File: src/rtl/mc_control_if.sv
// mc_control_if: control-side bundle between the mc_control FSM and the shared
// single-ALU / unified-memory datapath.
//   master : the control FSM (drives strobes, samples instr and mem_ready)
//   slave  : the datapath / memory side
// Signals: instr (IR contents), mem_ready/mem_req/mem_write (memory handshake),
// ir_write, pc_write, pc_write_cond, pc_source, alu_src_a, alu_src_b, ext_op,
// ALUFun, Sign, reg_write, reg_dst, mem_to_reg, illegal, state.
interface mc_control_if;
    logic [31:0] instr;
    logic        mem_ready;
    logic        mem_req;
    logic        mem_write;
    logic        ir_write;
    logic        pc_write;
    logic        pc_write_cond;
    logic [1:0]  pc_source;
    logic [1:0]  alu_src_a;
    logic [1:0]  alu_src_b;
    logic        ext_op;
    logic [5:0]  ALUFun;
    logic        Sign;
    logic        reg_write;
    logic [1:0]  reg_dst;
    logic [1:0]  mem_to_reg;
    logic        illegal;
    logic [2:0]  state;

    modport master (
        input  instr, mem_ready,
        output mem_req, mem_write, ir_write, pc_write, pc_write_cond, pc_source,
               alu_src_a, alu_src_b, ext_op, ALUFun, Sign, reg_write, reg_dst,
               mem_to_reg, illegal, state
    );

    modport slave (
        output instr, mem_ready,
        input  mem_req, mem_write, ir_write, pc_write, pc_write_cond, pc_source,
               alu_src_a, alu_src_b, ext_op, ALUFun, Sign, reg_write, reg_dst,
               mem_to_reg, illegal, state
    );
endinterface

File: src/rtl/mc_control.sv
// mc_control: multicycle MIPS32 control FSM (IF/ID/EX/MEM/WB) driving a shared
// datapath with one ALU and one unified memory using a ready handshake.
// Ports:
//   clk    - system clock
//   reset  - asynchronous active-low reset
//   bus    - mc_control_if.master: instr/mem_ready in, all control strobes out
// Optional (macro MC_PERF_CNT_EN):
//   cycle_cnt - clocks since reset
//   instr_cnt - instructions retired (entries into IF from EX, MEM or WB)
// All strobes are combinational from state and instr, and forced to 0 while
// reset is low.
module mc_control #(
    parameter logic [2:0] RESET_STATE = 3'd0
) (
    input  logic         clk,
    input  logic         reset,
    mc_control_if.master bus
`ifdef MC_PERF_CNT_EN
    ,
    output logic [31:0]  cycle_cnt,
    output logic [31:0]  instr_cnt
`endif
);
    localparam logic [5:0] F_ADD = 6'b000000, F_SUB = 6'b000001, F_AND = 6'b011000,
                           F_OR  = 6'b011110, F_XOR = 6'b010110, F_NOR = 6'b010001,
                           F_SLL = 6'b100000, F_SRL = 6'b100001, F_SRA = 6'b100011,
                           F_EQ  = 6'b110011, F_NEQ = 6'b110001, F_LT  = 6'b110101,
                           F_LEZ = 6'b111101, F_LTZ = 6'b111011, F_GTZ = 6'b111111;

    typedef enum logic [2:0] {
        S_IF = 3'd0, S_ID = 3'd1, S_EX = 3'd2, S_MEM = 3'd3, S_WB = 3'd4
    } state_e;

    // Instruction class: selects sources in EX and the path after EX.
    typedef enum logic [3:0] {
        C_ILL, C_RALU, C_SHIFT, C_IMM, C_LUI, C_LW, C_SW, C_BR, C_J, C_JAL, C_JR
    } cls_e;

    state_e      state_q, state_d;
    cls_e        cls;
    logic [5:0]  dec_fun;
    logic        dec_sign, dec_ext;
    logic [5:0]  opcode, funct;
    logic [4:0]  rt;

    logic        mem_req, mem_write, ir_write, pc_write, pc_write_cond;
    logic [1:0]  pc_source, alu_src_a, alu_src_b, reg_dst, mem_to_reg;
    logic        ext_op, sign, reg_write, illegal;
    logic [5:0]  alu_fun;

    assign opcode = bus.instr[31:26];
    assign funct  = bus.instr[5:0];
    assign rt     = bus.instr[20:16];

    // rs, rd, shamt and the rest of imm are datapath-only fields.
    logic unused_instr;
    assign unused_instr = ^{bus.instr[25:21], bus.instr[15:6]};

    // Instruction decode
    always_comb begin
        cls      = C_ILL;
        dec_fun  = F_ADD;
        dec_sign = 1'b0;
        dec_ext  = 1'b0;
        unique case (opcode)
            6'h00: begin
                unique case (funct)
                    6'h20: begin cls = C_RALU;  dec_sign = 1'b1; end
                    6'h21: begin cls = C_RALU;  end
                    6'h22: begin cls = C_RALU;  dec_fun = F_SUB; dec_sign = 1'b1; end
                    6'h23: begin cls = C_RALU;  dec_fun = F_SUB; end
                    6'h24: begin cls = C_RALU;  dec_fun = F_AND; end
                    6'h25: begin cls = C_RALU;  dec_fun = F_OR;  end
                    6'h26: begin cls = C_RALU;  dec_fun = F_XOR; end
                    6'h27: begin cls = C_RALU;  dec_fun = F_NOR; end
                    6'h2A: begin cls = C_RALU;  dec_fun = F_LT;  dec_sign = 1'b1; end
                    6'h2B: begin cls = C_RALU;  dec_fun = F_LT;  end
                    6'h00: begin cls = C_SHIFT; dec_fun = F_SLL; end
                    6'h02: begin cls = C_SHIFT; dec_fun = F_SRL; end
                    6'h03: begin cls = C_SHIFT; dec_fun = F_SRA; end
                    6'h08: begin cls = C_JR;    end
                    default: ;
                endcase
            end
            // REGIMM: only bltz (rt == 0) is supported
            6'h01: if (rt == 5'd0) begin cls = C_BR; dec_fun = F_LTZ; dec_sign = 1'b1; end
            6'h02: cls = C_J;
            6'h03: cls = C_JAL;
            6'h04: begin cls = C_BR;  dec_fun = F_EQ;  dec_sign = 1'b1; end
            6'h05: begin cls = C_BR;  dec_fun = F_NEQ; dec_sign = 1'b1; end
            6'h06: begin cls = C_BR;  dec_fun = F_LEZ; dec_sign = 1'b1; end
            6'h07: begin cls = C_BR;  dec_fun = F_GTZ; dec_sign = 1'b1; end
            6'h08: begin cls = C_IMM; dec_ext = 1'b1; dec_sign = 1'b1; end
            6'h09: begin cls = C_IMM; dec_ext = 1'b1; end
            6'h0A: begin cls = C_IMM; dec_ext = 1'b1; dec_fun = F_LT; dec_sign = 1'b1; end
            6'h0B: begin cls = C_IMM; dec_ext = 1'b1; dec_fun = F_LT; end
            6'h0C: begin cls = C_IMM; dec_fun = F_AND; end
            6'h0D: begin cls = C_IMM; dec_fun = F_OR;  end
            6'h0E: begin cls = C_IMM; dec_fun = F_XOR; end
            6'h0F: begin cls = C_LUI; dec_fun = F_SLL; end
            6'h23: begin cls = C_LW;  dec_ext = 1'b1; end
            6'h2B: begin cls = C_SW;  dec_ext = 1'b1; end
            default: ;
        endcase
    end

    // Next state and control outputs
    always_comb begin
        state_d       = S_IF;
        mem_req       = 1'b0;
        mem_write     = 1'b0;
        ir_write      = 1'b0;
        pc_write      = 1'b0;
        pc_write_cond = 1'b0;
        pc_source     = 2'd0;
        alu_src_a     = 2'd0;
        alu_src_b     = 2'd0;
        ext_op        = 1'b0;
        alu_fun       = F_ADD;
        sign          = 1'b0;
        reg_write     = 1'b0;
        reg_dst       = 2'd0;
        mem_to_reg    = 2'd0;
        illegal       = 1'b0;
        if (reset) begin
            unique case (state_q)
                S_IF: begin
                    mem_req   = 1'b1;
                    alu_src_b = 2'd1;               // PC + 4
                    state_d   = S_IF;
                    if (bus.mem_ready) begin
                        ir_write = 1'b1;
                        pc_write = 1'b1;
                        state_d  = S_ID;
                    end
                end
                S_ID: begin
                    alu_src_b = 2'd3;               // speculative branch target
                    state_d   = S_EX;
                end
                S_EX: begin
                    alu_fun = dec_fun;
                    sign    = dec_sign;
                    ext_op  = dec_ext;
                    unique case (cls)
                        C_RALU:  begin alu_src_a = 2'd1; state_d = S_WB; end
                        C_SHIFT: begin alu_src_a = 2'd2; state_d = S_WB; end
                        C_IMM:   begin alu_src_a = 2'd1; alu_src_b = 2'd2; state_d = S_WB; end
                        C_LUI:   begin alu_src_a = 2'd3; alu_src_b = 2'd2; state_d = S_WB; end
                        C_LW, C_SW: begin alu_src_a = 2'd1; alu_src_b = 2'd2; state_d = S_MEM; end
                        C_BR: begin
                            alu_src_a     = 2'd1;
                            pc_write_cond = 1'b1;
                            pc_source     = 2'd1;
                        end
                        C_J:   begin pc_write = 1'b1; pc_source = 2'd2; end
                        // PC already holds the return address (PC+4)
                        C_JAL: begin
                            pc_write   = 1'b1;
                            pc_source  = 2'd2;
                            reg_write  = 1'b1;
                            reg_dst    = 2'd2;
                            mem_to_reg = 2'd2;
                        end
                        C_JR:  begin pc_write = 1'b1; pc_source = 2'd3; end
                        default: begin
                            alu_fun = F_ADD;
                            sign    = 1'b0;
                            ext_op  = 1'b0;
                            illegal = 1'b1;
                        end
                    endcase
                end
                S_MEM: begin
                    mem_req   = 1'b1;
                    mem_write = (cls == C_SW);
                    state_d   = S_MEM;
                    if (bus.mem_ready) state_d = (cls == C_SW) ? S_IF : S_WB;
                end
                S_WB: begin
                    reg_write  = 1'b1;
                    mem_to_reg = (cls == C_LW) ? 2'd1 : 2'd0;
                    reg_dst    = (cls == C_RALU || cls == C_SHIFT) ? 2'd1 : 2'd0;
                end
                default: ;                          // stray codes recover to IF
            endcase
        end
    end

    always_ff @(posedge clk or negedge reset) begin
        if (!reset) state_q <= state_e'(RESET_STATE);
        else        state_q <= state_d;
    end

    assign bus.mem_req       = mem_req;
    assign bus.mem_write     = mem_write;
    assign bus.ir_write      = ir_write;
    assign bus.pc_write      = pc_write;
    assign bus.pc_write_cond = pc_write_cond;
    assign bus.pc_source     = pc_source;
    assign bus.alu_src_a     = alu_src_a;
    assign bus.alu_src_b     = alu_src_b;
    assign bus.ext_op        = ext_op;
    assign bus.ALUFun        = alu_fun;
    assign bus.Sign          = sign;
    assign bus.reg_write     = reg_write;
    assign bus.reg_dst       = reg_dst;
    assign bus.mem_to_reg    = mem_to_reg;
    assign bus.illegal       = illegal;
    assign bus.state         = state_q;

`ifdef MC_PERF_CNT_EN
    logic [31:0] cycle_cnt_q, instr_cnt_q;

    // An instruction retires when control returns to IF from a later stage.
    always_ff @(posedge clk or negedge reset) begin
        if (!reset) begin
            cycle_cnt_q <= 32'd0;
            instr_cnt_q <= 32'd0;
        end else begin
            cycle_cnt_q <= cycle_cnt_q + 32'd1;
            if (state_d == S_IF &&
                (state_q == S_EX || state_q == S_MEM || state_q == S_WB))
                instr_cnt_q <= instr_cnt_q + 32'd1;
        end
    end

    assign cycle_cnt = cycle_cnt_q;
    assign instr_cnt = instr_cnt_q;
`endif
endmodule

File: src/flat_wrapper.sv
// flat-port wrapper written by rule: the top's interface ports become plain ports
module mc_control_flat 
#(
    parameter logic [2:0] RESET_STATE = 3'd0
)
  (clk, reset, bus_instr, bus_mem_ready, bus_mem_req, bus_mem_write, bus_ir_write, bus_pc_write, bus_pc_write_cond, bus_pc_source, bus_alu_src_a, bus_alu_src_b, bus_ext_op, bus_ALUFun, bus_Sign, bus_reg_write, bus_reg_dst, bus_mem_to_reg, bus_illegal, bus_state);
  mc_control_if bus_i ();
  input  logic clk;
  input  logic reset;
  input wire logic [$bits(bus_i.instr)-1:0] bus_instr;
  input wire logic [$bits(bus_i.mem_ready)-1:0] bus_mem_ready;
  output wire logic [$bits(bus_i.mem_req)-1:0] bus_mem_req;
  output wire logic [$bits(bus_i.mem_write)-1:0] bus_mem_write;
  output wire logic [$bits(bus_i.ir_write)-1:0] bus_ir_write;
  output wire logic [$bits(bus_i.pc_write)-1:0] bus_pc_write;
  output wire logic [$bits(bus_i.pc_write_cond)-1:0] bus_pc_write_cond;
  output wire logic [$bits(bus_i.pc_source)-1:0] bus_pc_source;
  output wire logic [$bits(bus_i.alu_src_a)-1:0] bus_alu_src_a;
  output wire logic [$bits(bus_i.alu_src_b)-1:0] bus_alu_src_b;
  output wire logic [$bits(bus_i.ext_op)-1:0] bus_ext_op;
  output wire logic [$bits(bus_i.ALUFun)-1:0] bus_ALUFun;
  output wire logic [$bits(bus_i.Sign)-1:0] bus_Sign;
  output wire logic [$bits(bus_i.reg_write)-1:0] bus_reg_write;
  output wire logic [$bits(bus_i.reg_dst)-1:0] bus_reg_dst;
  output wire logic [$bits(bus_i.mem_to_reg)-1:0] bus_mem_to_reg;
  output wire logic [$bits(bus_i.illegal)-1:0] bus_illegal;
  output wire logic [$bits(bus_i.state)-1:0] bus_state;
  assign bus_i.instr = bus_instr;
  assign bus_i.mem_ready = bus_mem_ready;
  assign bus_mem_req = bus_i.mem_req;
  assign bus_mem_write = bus_i.mem_write;
  assign bus_ir_write = bus_i.ir_write;
  assign bus_pc_write = bus_i.pc_write;
  assign bus_pc_write_cond = bus_i.pc_write_cond;
  assign bus_pc_source = bus_i.pc_source;
  assign bus_alu_src_a = bus_i.alu_src_a;
  assign bus_alu_src_b = bus_i.alu_src_b;
  assign bus_ext_op = bus_i.ext_op;
  assign bus_ALUFun = bus_i.ALUFun;
  assign bus_Sign = bus_i.Sign;
  assign bus_reg_write = bus_i.reg_write;
  assign bus_reg_dst = bus_i.reg_dst;
  assign bus_mem_to_reg = bus_i.mem_to_reg;
  assign bus_illegal = bus_i.illegal;
  assign bus_state = bus_i.state;
  mc_control #(.RESET_STATE(RESET_STATE)) u_core (.clk(clk), .reset(reset), .bus(bus_i));
endmodule
File: config.mk
export PLATFORM = sky130hd
export DESIGN_NAME = mc_control_flat
export DESIGN_NICKNAME = d
export VERILOG_FILES = /design/src/rtl/mc_control_if.sv /design/src/rtl/mc_control.sv /design/src/flat_wrapper.sv
export SDC_FILE = /design/constraint.sdc
export NUM_CORES = 1
export LEC_CHECK = 0
export BUFFER_PORTS_ARGS = -buffer_cell sky130_fd_sc_hd__clkbuf_2
export CAP_MARGIN = 5
export CORE_UTILIZATION = 46
export DETAILED_ROUTE_END_ITERATION = 16
export HOLD_SLACK_MARGIN = 0.1
export PLACE_DENSITY = 0.86
export SYNTH_ARGS = -nofsm -noshare
export SYNTH_HDL_FRONTEND = slang
export SYNTH_SLANG_ARGS = --single-unit
File: constraint.sdc
create_clock -name clk -period 4.07 [get_ports clk]
set_clock_uncertainty 0.05 [all_clocks]
set_input_delay 0.814 -clock clk [delete_from_list [all_inputs] [get_ports clk]]
set_output_delay 0.814 -clock clk [all_outputs]
set_load 0.03 [all_outputs]
### Word-level counts from Yosys, hierarchy flattened

Index checks and enable logic that the tools add are counted.

| operators by class | value |
|---|---|
| multiplexer cells | 60 |
| eq/ne operators | 44 |
| reductions and logical operators | 23 |

Operators with widths:

| cell | count |
|---|---|
| $eq A6 B6 Y1 const B | 12 |
| $pmux W6 S11 | 1 |
| $eq A6 B4 Y1 const B | 9 |
| $pmux W6 S9 | 1 |
| $pmux W4 S9 | 1 |
| $mux W1 | 29 |
| $eq A6 B2 Y1 const B | 4 |
| $eq A6 B3 Y1 const B | 4 |
| $mux W6 | 4 |
| $reduce_or A10 Y1 | 2 |
| $mux W2 | 9 |
| $pmux W2 S3 | 3 |
| $eq A4 B3 Y1 const B | 4 |
| $eq A4 B4 Y1 const B | 3 |
| $logic_not A6 Y1 | 2 |
| $mux W3 | 4 |
| $pmux W3 S4 | 1 |
| $pmux W4 S3 | 1 |
| $reduce_or A2 Y1 | 6 |
| $reduce_or A4 Y1 | 3 |
| $reduce_or A6 Y1 | 2 |
| $reduce_or A3 Y1 | 3 |
| $eq A4 B2 Y1 const B | 2 |
| $pmux W2 S2 | 2 |
| other kinds (13) | 15 |

| word-level totals | value |
|---|---|
| flip-flop bits (word level) | 3 |
| input port bits | 35 |
| word-level logic and storage cells | 128 |
| output and inout bits | 28 |

### Longest topological paths before layout

Gate-level depths: netlist of the first run.

| logic depth | value |
|---|---|
| word-level depth | 9 |
| mapped depth | 8 |
| gate-level depth less buffers | 5 |

### Worst setup path before layout of the first run

Ideal clock, no wire load.

| path | value |
|---|---|
| kind | in2out |
| start | in bus_instr[26] |
| end | out bus_ext_op |
| stages | 5 |
| buffers on the path | 2 |
| arrival time | 2.893 ns |
| slack | 0.313 ns |
| required time | 3.206 ns |
| cell sequence | buf_4 > and2_0 > clkbuf_1 > nand2_1 > a2111oi_0 |

| on the way | value |
|---|---|
| word-level cells in the longest chain between the ends | 8 |
| elaborated cells on any way between the ends | 37 |
| classes of those cells | eq/ne: 27; mux: 5; reduce/logical: 5 |

Ends and longest elaborated chain:

| item | line | source |
|---|---|---|
| start, declared | flat_wrapper.sv:10 | `input wire logic [$bits(bus_i.instr)-1:0] bus_instr;` |
| $eq A6 B4 Y1 / $eq A6 B3 Y1 (equally long branches) | mc_control.sv:65 | `unique case (opcode)` |
| $reduce_or A7 Y1 (no source line) / $reduce_or A4 Y1 (equally long branches) | n/a |  |
| $pmux W4 S9 | mc_control.sv:65 |  |
| $eq A4 B2 Y1 (tied with other cells) | mc_control.sv:145 | `unique case (cls)` |
| $reduce_or A10 Y1 (no source line) | n/a |  |
| $mux W1 * | mc_control.sv:145 |  |
| $mux W1 * | mc_control.sv:126 | `unique case (state_q)` |
| $mux W1 * | mc_control.sv:125 | `if (reset) begin` |
| end, declared | flat_wrapper.sv:20 | `output wire logic [$bits(bus_i.ext_op)-1:0] bus_ext_op;` |

Every way passes the cells marked *; elsewhere a longest branch is shown, timed or not.

### Final worst setup path of the first run

| path | value |
|---|---|
| start | in bus_instr[28] |
| end | out bus_mem_to_reg[0] |

| on the way | value |
|---|---|
| word-level cells in the longest chain between the ends | 7 |
| elaborated cells on any way between the ends | 25 |
| classes of those cells | eq/ne: 18; mux: 4; reduce/logical: 3 |

Ends and longest elaborated chain:

| item | line | source |
|---|---|---|
| $eq A6 B4 Y1 / $eq A6 B3 Y1 (equally long branches) | mc_control.sv:65 |  |
| $reduce_or A7 Y1 (no source line) / $reduce_or A4 Y1 (equally long branches) | n/a |  |
| $pmux W4 S9 * | mc_control.sv:65 |  |
| $eq A4 B3 Y1 * | mc_control.sv:182 | `mem_to_reg = (cls == C_LW) ? 2'd1 : 2'd0;` |
| $mux W1 * | mc_control.sv:182 |  |
| $pmux W2 S2 * | mc_control.sv:126 |  |
| $mux W2 * | mc_control.sv:125 |  |
| end, declared | flat_wrapper.sv:25 | `output wire logic [$bits(bus_i.mem_to_reg)-1:0] bus_mem_to_reg;` |

Marked as above.

==> flow_metrics.py, run 1 <==
metrics = {
    "run_status": {
        "status": "completed",
    },
    "synth": {
        "ys.flop_type": "dfrtp_1",
        "synth_compound_area_frac": 0.334,
        "ys_types": 53,
        "synth_top_area_cell": "nor2_1",
        "synthAdderAreaFrac": 0,
        "ys_ff_latch": 3,
        "synth_area_um2": 992,
        "ys_seq_area_frac": 0.0757,
        "synth_top_area_frac": 0.0946,
        "synth_enable_flop_cells": 0,
        "synth-async-reset-ratio": 1.00,
        "avgSynthCellArea_um2": 6.53,
        "synth_top_family_by_area": "simple AND/OR/NAND/NOR gates",
        "synthMuxAreaShare": 0.0101,
        "synth-simple-area-share": 0.469,
        "yosysWarnings": 0,
        "synthCells": 152,
        "synth-xor-area-share": 0.0315,
        "synth_nets": 187,
        "synthTopCellsByArea": "nor2_1 9.5%, dfrtp_1 7.6%, nand2_1 6.4%",
    },
    "critical_path": {
        "r2r-start": "u_core.bus.state[1]$_DFF_PN0_",
        "rr_endpoint": "u_core.bus.state[1]$_DFF_PN0_",
        "end_kind": "output port",
        "crit_path_cell_trace": "clkbuf_2 -> nor4_4 -> and4b_1 -> a22o_4 -> nand2_1 -> nor3b_1 -> clkbuf_2",
        "crit_required_ns": 3.21,
        "ff2ff_path_depth": 4,
        "critPathMaxFanout": 20,
        "worst_path_max_delay_cell": "and4b_1",
        "cp.arrival_ns": 2.50,
        "r2r_setup_slack_ns": 2.56,
        "crit_cells": 7,
        "critPathKind": "in2out",
        "setup.worst_path.start_class": "input port",
        "cp_common_cell": "clkbuf_2",
        "path_buf_inv": 2,
        "path_delay_family": "simple AND/OR/NAND/NOR gates",
        "slowest_delay_ns": 0.38,
    },
    "placed_design": {
        "dp_hpwl_mm": 2.10,
        "routabilityCongestion": 0.879,
        "place_ws_ns": 0.704,
        "port_buffers": 47,
        "placed_cell_area_um2": 1200,
    },
    "grt": {
        "grtUsageMet3": 0.0440,
        "top_usage_layer": "met2",
        "antenna_found_initial": 0,
        "grtUsageMet2": 0.392,
        "met1_usage": 0.317,
        "grt_first_pass_wirelength_mm": 4.64,
        "track_usage": 0.241,
        "gr-total-overflow": 0,
        "grt_max_degree": 21,
        "grt_pass1_vias": 1073,
    },
    "sta": {
        "worst_slew_pin_slew_ns": 0.456,
        "hold_violations": 0,
        "tns_ns": 0,
        "slew_viol_final": 0,
        "maxClockFrequency_ghz": 0.297,
        "timing.final.ws_setup_ns": 0.702,
        "relSlewSlack": 0.695,
        "rsz0062_at_grt": "no",
        "fin_crit_ns": 3.37,
        "report.final.setup_viol": 0,
        "post-route-period-util": 0.828,
    },
    "die": {
        "row_count": 16,
        "ios": 63,
        "die_area_um2": 2350,
        "core-area_um2": 2000,
        "die_h_um": 48.4,
        "initial_core_util": 0.496,
        "fp.dieW_um": 48.4,
    },
    "clock_network": {
        "htreeDepth": 1,
        "postCtsSetupBuffers": 0,
        "ctsResizeCount": 0,
        "cts_tree": "yes",
        "clock-sinks": 3,
        "cts_hold_buf": 0,
        "cts_buffers": 3,
        "clockBufferDepth": 2,
        "cts-root-buf": "clkbuf_4",
        "clk_latency_ns": 0.23,
        "clkTransAtPathRegs_ns": 0.04,
    },
    "cells_and_area": {
        "post-route-util": 0.613,
        "fin_nets": 227,
        "drive_above_1_share": 0.325,
        "design_area_um2": 1230,
        "largest_reg_flops": 3,
        "area_growth_pct": 23.7,
        "antenna_cells": 0,
    },
    "routing": {
        "num_vias": 1284,
        "drcViolationCount": 0,
        "avgRoutedWirePerCell_um": 12.3,
        "drt_wl_total_mm": 2.68,
        "dr.pass1.iters": 4,
        "viasPerCell": 5.89,
        "drtIter0Drc": 32,
        "ant_nets": 0,
    },
    "pwr": {
        "peakVddDrop_uv": 183,
        "power_density_nw_per_um2": 144,
        "p_leak_nw": 0.565,
    },
    "worst_hold_path": {
        "hp-class": "in2async",
    },
    "job": {
        "maxCapViolCount": 0,
    },
}
[worst max-delay path by stage]
stage,startpoint,to,slack [ns]
final,bus_instr[28],bus_mem_to_reg[0],0.70
after global routing,bus_instr[28],bus_reg_dst[0],0.56
after CTS,bus_instr[28],bus_reg_dst[0],0.70
after detailed placement,bus_instr[28],bus_reg_dst[0],0.70
after global placement,bus_instr[28],bus_reg_dst[0],0.71
after floorplan,bus_instr[26],bus_ext_op,0.31
[cells in the final DEF, fill, tap and decap left out, types with 2 or more instances in the layout]
cell type / netlist / layout
dfrtp_1: 3 / 3
a21oi_1: 12 / 12
o21bai_1: 2 / 2
nand2b_1: 7 / 7
nand4_1: 3 / 3
or2_2: 2 / 2
o21ai_0: 9 / 9
nor3b_1: 2 / 2
clkbuf_2: 1 / 47
a211oi_1: 3 / 3
nand2_1: 17 / 17
nand3_1: 4 / 4
and3_1: 2 / 2
nor2_1: 25 / 25
and2_1: 2 / 2
a31oi_1: 2 / 2
o22ai_1: 2 / 2
nor2b_1: 3 / 3
clkbuf_4: 0 / 3
inv_1: 5 / 5
o2bb2ai_1: 2 / 2
a22oi_1: 2 / 2
nor3_1: 4 / 4
[cell usage after synthesis, drive strengths merged (2+ instances only)]
cell and number:
nor2 25, nand2 17, a21oi 12, o21ai 9, buf 8, nand2b 7
inv 5, clkbuf 4, nand3 4, nor3 4, a211oi 3, and2 3
dfrtp 3, nand4 3, nor2b 3, nor3b 3, nor4 3, o21bai 3
a21boi 2, a22oi 2, a31oi 2, and3 2, nand3b 2, o22ai 2
o2bb2ai 2, or2 2
[cell families after synthesis]
group                     after synthesis
buffers and inverters                  17
AOI/OAI and AO/OA                      46
and+or+nand+nor                        83
xor gates and xnor gates                2
muxes                                   1
DFF                                     3
[routing by layer]
layer / up-vias / part of all wire
met3: 4 / 0.082
met2: 64 / 0.47
met4: 0 / 0.013
met5: - / 0
li1: 636 / -
met1: 580 / 0.44
[per-stage QoR]
| step | hold slack, ns | std cells | total power, W |
|---|---|---|---|
| 4_1_cts | 0.330 | 218 | 0.000178 |
| 2_1_floorplan | 0.468 | 152 | 0.0000995 |
| 6_report | 0.333 | 218 | 0.000177 |
| 3_3_place_gp | 0.571 | 214 | 0.000122 |
| 5_1_grt | 0.328 | 218 | 0.000191 |
| 3_5_place_dp | 0.574 | 214 | 0.000125 |
[cell type report]
type / instances / area, µm²
clock buffer: 4 / 26.3
fill: 200 / 774
inverter: 5 / 18.8
multi-input combinational: 132 / 838
sequential: 3 / 75.1
tap: 27 / 33.8
timing repair buffer: 47 / 235
[worst reg2reg max path, delay by kind of cell (launching register included)]
family | cells | cell delay (ns)
AOI/OAI and AO/OA | 1 | 0.19
DFF | 1 | 0.42
and+or+nand+nor | 3 | 0.74
[report_power, final]
part	leakage (nW)	switching, W	internal (W)
logic	0.509	0.0000591	0.0000338
clock network	0.0150	0.0000142	0.0000366
registers	0.0407	0.00000181	0.0000313
Note: power is estimated with default switching activity, not from simulation.
==> inputs of run 2 (changes only) <==
--- a/config.mk
+++ b/config.mk
@@ -7,10 +7,10 @@
 export LEC_CHECK = 0
 export BUFFER_PORTS_ARGS = -buffer_cell sky130_fd_sc_hd__clkbuf_2
 export CAP_MARGIN = 5
-export CORE_UTILIZATION = 46
+export CORE_UTILIZATION = 39
 export DETAILED_ROUTE_END_ITERATION = 16
 export HOLD_SLACK_MARGIN = 0.1
-export PLACE_DENSITY = 0.86
+export PLACE_DENSITY = 0.77
 export SYNTH_ARGS = -nofsm -noshare
 export SYNTH_HDL_FRONTEND = slang
 export SYNTH_SLANG_ARGS = --single-unit
==> constraint.sdc (replaced) <==
create_clock -name clk -period 2.9 [get_ports clk]
set_clock_uncertainty 0.05 [all_clocks]
set_input_delay 0.58 -clock clk [delete_from_list [all_inputs] [get_ports clk]]
set_output_delay 0.58 -clock clk [all_outputs]
set_load 0.03 [all_outputs]
==> flow_metrics.py, run 2 (same netlist as run 1, synthesis figures left out) <==
metrics = {
    "routing": {
        "num_vias": 1292,
        "drtIter0Drc": 27,
        "viasPerCell": 5.59,
        "dr.pass1.iters": 4,
        "drt_wl_total_mm": 3.05,
        "ant_nets": 0,
        "avgRoutedWirePerCell_um": 13.2,
        "drcViolationCount": 0,
    },
    "pwr": {
        "p_leak_nw": 0.621,
        "peakVddDrop_uv": 228,
        "power_density_nw_per_um2": 196,
    },
    "sta": {
        "hold_violations": 0,
        "relSlewSlack": 0.711,
        "slew_viol_final": 0,
        "timing.final.ws_setup_ns": 0.112,
        "post-route-period-util": 0.961,
        "fin_crit_ns": 2.79,
        "rsz0062_at_grt": "no",
        "maxClockFrequency_ghz": 0.359,
        "worst_slew_pin_slew_ns": 0.432,
        "report.final.setup_viol": 0,
    },
    "worst_hold_path": {
        "hp-class": "reg2reg",
    },
    "die": {
        "die_area_um2": 2750,
        "row_count": 17,
        "die_h_um": 52.4,
        "initial_core_util": 0.432,
        "core-area_um2": 2300,
        "ios": 63,
        "fp.dieW_um": 52.4,
    },
    "run_status": {
        "status": "completed",
    },
    "job": {
        "maxCapViolCount": 0,
    },
    "grt": {
        "grt_pass1_vias": 1206,
        "grt_max_degree": 13,
        "antenna_found_initial": 0,
        "gr-total-overflow": 0,
        "track_usage": 0.231,
        "grt_first_pass_wirelength_mm": 4.91,
    },
    "cells_and_area": {
        "multi_input_area_um2": 853,
        "largest_reg_flops": 3,
        "fillers": 215,
        "post-route-util": 0.582,
        "drive_above_1_share": 0.365,
        "fin_nets": 239,
        "area_growth_pct": 34.7,
        "antenna_cells": 0,
        "regArea_um2": 75.1,
        "layout_commonest_cell": "clkbuf_2",
        "final_cell_mix": "47 x clkbuf_2, 25 x nor2_1, 17 x nand2_1",
    },
    "critical_path": {
        "cp.arrival_ns": 2.16,
        "crit_required_ns": 2.27,
        "setup.worst_path.start_class": "input port",
        "critPathKind": "in2out",
        "critPathMaxFanout": 9,
        "end_kind": "output port",
    },
    "placed_design": {
        "place_ws_ns": 0.101,
        "dp_hpwl_mm": 2.50,
        "routabilityCongestion": 0.927,
        "port_buffers": 47,
    },
    "clock_network": {
        "cts_tree": "yes",
        "clockBufferDepth": 2,
        "htreeDepth": 1,
        "cts-root-buf": "clkbuf_4",
        "cts_buffers": 3,
        "clock-sinks": 3,
        "clk_latency_ns": 0.23,
        "clkTransAtPathRegs_ns": 0.03,
    },
}
[run 2: changes by cell type in the layout (fill, tap and decap cells not counted)]
| cell | previous run | this run |
|---|---|---|
| dlygate4sd3_1 | 0 | 1 |
| nor4_1 | 1 | 0 |
| o21bai_2 | 1 | 0 |
| o21bai_4 | 0 | 1 |
| buf_4 | 0 | 11 |
| nor4_2 | 1 | 2 |
| a2111oi_0 | 1 | 0 |
| a2111oi_1 | 0 | 1 |
[run 2: layout make-up]
cell class / instances / share of cell area
Clock buffer: 4 / 0.0197
Inverter: 5 / 0.0140
Multi-Input combinational cell: 132 / 0.639
Sequential cell: 3 / 0.0562
Tap cell: 28 / 0.0262
Timing Repair Buffer: 59 / 0.245
[run 2: final timing paths]
kind                                               start                             to  slack (ns)  cells after the start
min in group asynchronous                          reset  u_core.bus.state[2]$_DFF_PN0_        0.71                      2
min reg2reg                u_core.bus.state[0]$_DFF_PN0_  u_core.bus.state[1]$_DFF_PN0_        0.60                      2
max                                        bus_instr[31]                 bus_reg_dst[0]        0.11                      7
min                        u_core.bus.state[0]$_DFF_PN0_  u_core.bus.state[1]$_DFF_PN0_        0.60                      2
max in group asynchronous                          reset  u_core.bus.state[0]$_DFF_PN0_        1.93                      2
max reg2reg                u_core.bus.state[1]$_DFF_PN0_  u_core.bus.state[0]$_DFF_PN0_        1.33                      5
[run 2: per-layer routing]
metal | vias to the layer above | part of all wire | GRT usage
li1 | 653 | - | -
met1 | 599 | 0.42 | 0.280
met2 | 38 | 0.52 | 0.418
met3 | 2 | 0.050 | 0.0232
met4 | 0 | 0.0062 | 0.0746
met5 | - | 0 | 0
[run 2: where the power goes]
part,switching [W],internal (W)
sequential,0.00000250,0.0000439
clock,0.0000206,0.0000515
combinational,0.0000877,0.0000558
total,0.000111,0.000151
[run 2: per-stage QoR]
step	power (W)	hold WS (ns)	instances	setup TNS (ns)	instance area (µm²)
detailed placement	0.000187	0.345	226	0	1290
global placement	0.000182	0.341	226	0	1290
CTS	0.000262	0.588	231	0	1330
finish	0.000262	0.602	231	0	1340
floorplan	0.000140	0.234	152	-0.00841	1000
global route	0.000282	0.641	231	0	1340
[run 2: worst max-delay path: stages]
cell	delay, ns
clkbuf_2	0.16
nor4_4	0.35
nand3b_2	0.12
o31a_1	0.34
a21boi_4	0.16
nor4b_4	0.20
clkbuf_2	0.24
[run 2: timing repair]
action                                 CTS  global route
gates resized for setup                  0             1
hold buffers                             1             0
setup endpoints to repair                0             1
endpoints found under the hold margin    3             0
buffers inserted                         0             0
==> inputs of run 3 (changes only) <==
--- a/config.mk
+++ b/config.mk
@@ -5,12 +5,12 @@
 export SDC_FILE = /design/constraint.sdc
 export NUM_CORES = 1
 export LEC_CHECK = 0
-export BUFFER_PORTS_ARGS = -buffer_cell sky130_fd_sc_hd__clkbuf_2
 export CAP_MARGIN = 5
-export CORE_UTILIZATION = 39
+export CORE_UTILIZATION = 55
 export DETAILED_ROUTE_END_ITERATION = 16
+export DONT_BUFFER_PORTS = 1
 export HOLD_SLACK_MARGIN = 0.1
-export PLACE_DENSITY = 0.77
+export PLACE_DENSITY = 0.73
 export SYNTH_ARGS = -nofsm -noshare
 export SYNTH_HDL_FRONTEND = slang
 export SYNTH_SLANG_ARGS = --single-unit
==> flow_metrics.py, run 3 (same netlist as run 1, synthesis figures left out) <==
metrics = {
    "routing": {
        "num_vias": 1203,
        "avgRoutedWirePerCell_um": 14.7,
        "drcViolationCount": 0,
        "ant_nets": 0,
        "dr.pass1.iters": 4,
        "drt_wl_total_mm": 2.84,
        "drtIter0Drc": 47,
        "viasPerCell": 6.23,
    },
    "sta": {
        "relSlewSlack": 0.633,
        "worst_slew_pin_slew_ns": 0.548,
        "report.final.setup_viol": 0,
        "hold_violations": 0,
        "tns_ns": 0,
        "rsz0062_at_grt": "no",
        "slew_viol_final": 0,
        "maxClockFrequency_ghz": 0.366,
        "fin_crit_ns": 2.73,
        "post-route-period-util": 0.941,
    },
    "cells_and_area": {
        "design_area_um2": 1190,
        "drive_above_1_share": 0.243,
        "stdcell_count": 193,
        "largest_reg_flops": 3,
        "fillers": 137,
        "antenna_cells": 0,
        "fin_nets": 205,
        "area_growth_pct": 20.1,
        "layout_commonest_cell": "nor2_1",
        "final_cell_mix": "25 x nor2_1, 24 x buf_4, 17 x nand2_1",
    },
    "critical_path": {
        "critPathKind": "reg2out",
        "r2r_setup_slack_ns": 1.18,
        "path_delay_family": "simple AND/OR/NAND/NOR gates",
        "end_kind": "output port",
        "crit_path_cell_trace": "nand2b_1 -> nand2b_1 -> or2_2 -> o21ai_0 -> buf_4",
        "critPathMaxFanout": 9,
        "setup.worst_path.start_class": "flop",
        "cp.arrival_ns": 2.10,
        "slowest_delay_ns": 0.49,
        "ff2ff_path_depth": 4,
        "cp_common_cell": "nand2b_1",
        "worst_path_max_delay_cell": "dfrtp_1",
        "rr_endpoint": "u_core.bus.state[2]$_DFF_PN0_",
        "crit_required_ns": 2.27,
        "r2r-start": "u_core.bus.state[0]$_DFF_PN0_",
        "path_buf_inv": 1,
    },
    "clock_network": {
        "ctsResizeCount": 0,
        "cts_tree": "yes",
        "cts_buffers": 3,
        "cts_hold_buf": 1,
        "clkTransAtPathRegs_ns": 0.03,
        "htreeDepth": 1,
        "cts-root-buf": "clkbuf_4",
        "clockBufferDepth": 2,
        "clk_latency_ns": 0.23,
        "postCtsSetupBuffers": 0,
        "clock-sinks": 3,
    },
    "grt": {
        "grt_first_pass_wirelength_mm": 4.65,
        "antenna_found_initial": 0,
        "gr-total-overflow": 0,
        "grt_max_degree": 21,
        "track_usage": 0.312,
        "grt_pass1_vias": 1091,
    },
    "pwr": {
        "power_density_nw_per_um2": 185,
        "peakVddDrop_uv": 295,
        "sw_frac_of_total": 0.371,
        "clock_power_share": 0.321,
        "total_power_w": 0.000221,
        "p_leak_nw": 0.491,
        "switching_power_w": 0.0000818,
        "power_frac_seq": 0.219,
        "p_comb_frac": 0.460,
        "internal_power_w": 0.000139,
    },
    "placed_design": {
        "port_buffers": 0,
        "dp.cells": 188,
        "dp_hpwl_mm": 2.13,
        "routabilityCongestion": 0.951,
        "placed_cell_area_um2": 1150,
    },
    "die": {
        "row_count": 14,
        "core-area_um2": 1590,
        "ios": 63,
        "initial_core_util": 0.622,
        "die_area_um2": 1980,
        "fp.dieW_um": 44.5,
        "die_h_um": 44.5,
    },
    "worst_hold_path": {
        "holdPathStages": 2,
        "hold_end": "u_core.bus.state[2]$_DFF_PN0_",
        "hp-start": "bus_mem_ready",
        "hp-class": "in2reg",
    },
    "run_status": {
        "status": "completed",
    },
    "job": {
        "maxCapViolCount": 0,
    },
}
run 3: changes by cell type in the layout (fill, tap and decap cells not counted), sizes merged:
cell and change:
clkbuf -47, buf +13
run 3: stage by stage:
stage | setup WS (ns) | hold WS (ns) | utilization
after floorplan | -0.00841 | 0.234 | -
after global placement | 0.243 | 0.235 | 0.724
after detailed placement | 0.237 | 0.235 | 0.724
after CTS | 0.178 | 0.466 | 0.747
after global routing | 0.0565 | 0.482 | 0.747
final | 0.170 | 0.478 | 0.747
run 3: how the worst max path moves through the flow:
stage / slack (ns) / cells after the start / to / start
final: 0.17 / 5 / bus_reg_write / u_core.bus.state[2]$_DFF_PN0_
after global routing: 0.06 / 5 / bus_reg_write / u_core.bus.state[2]$_DFF_PN0_
after CTS: 0.18 / 5 / bus_reg_write / u_core.bus.state[2]$_DFF_PN0_
after detailed placement: 0.24 / 6 / bus_pc_source[0] / bus_instr[16]
after global placement: 0.24 / 5 / bus_reg_dst[0] / bus_instr[31]
after floorplan: -0.008 / 5 / bus_ext_op / bus_instr[26]
run 3: layer usage:
metal,share of wire,global-route usage,routed length [µm],vias up
met4,0.027,0.152,76,0
li1,-,-,-,583
met2,0.48,0.500,1370,69
met5,0,0,0,-
met1,0.41,0.400,1160,543
met3,0.082,0.0571,234,8
run 3: final cells by class:
type | count | area, µm² | area share
clock buffer | 4 | 26.3 | 0.0221
tap | 24 | 30.0 | 0.0252
multi-input combinational | 132 | 851 | 0.714
sequential | 3 | 75.1 | 0.0630
inverter | 5 | 18.8 | 0.0158
timing repair buffer | 25 | 190 | 0.160
run 3: worst register-to-register path: stages (launching register included):
cell     delay [ns]
dfrtp_1        0.53
nor2b_1        0.31
nor2b_1        0.32
nand2_1        0.17
o31ai_2        0.23
run 3: power by group through the flow:
stage          Combinational (W)  Sequential [W]  Clock (W)
6_report                0.000101       0.0000484  0.0000708
2_1_floorplan          0.0000903       0.0000500          0
3_3_place_gp           0.0000959       0.0000487          0
4_1_cts                 0.000100       0.0000484  0.0000737
5_1_grt                 0.000111       0.0000487  0.0000751
3_5_place_dp           0.0000980       0.0000487          0
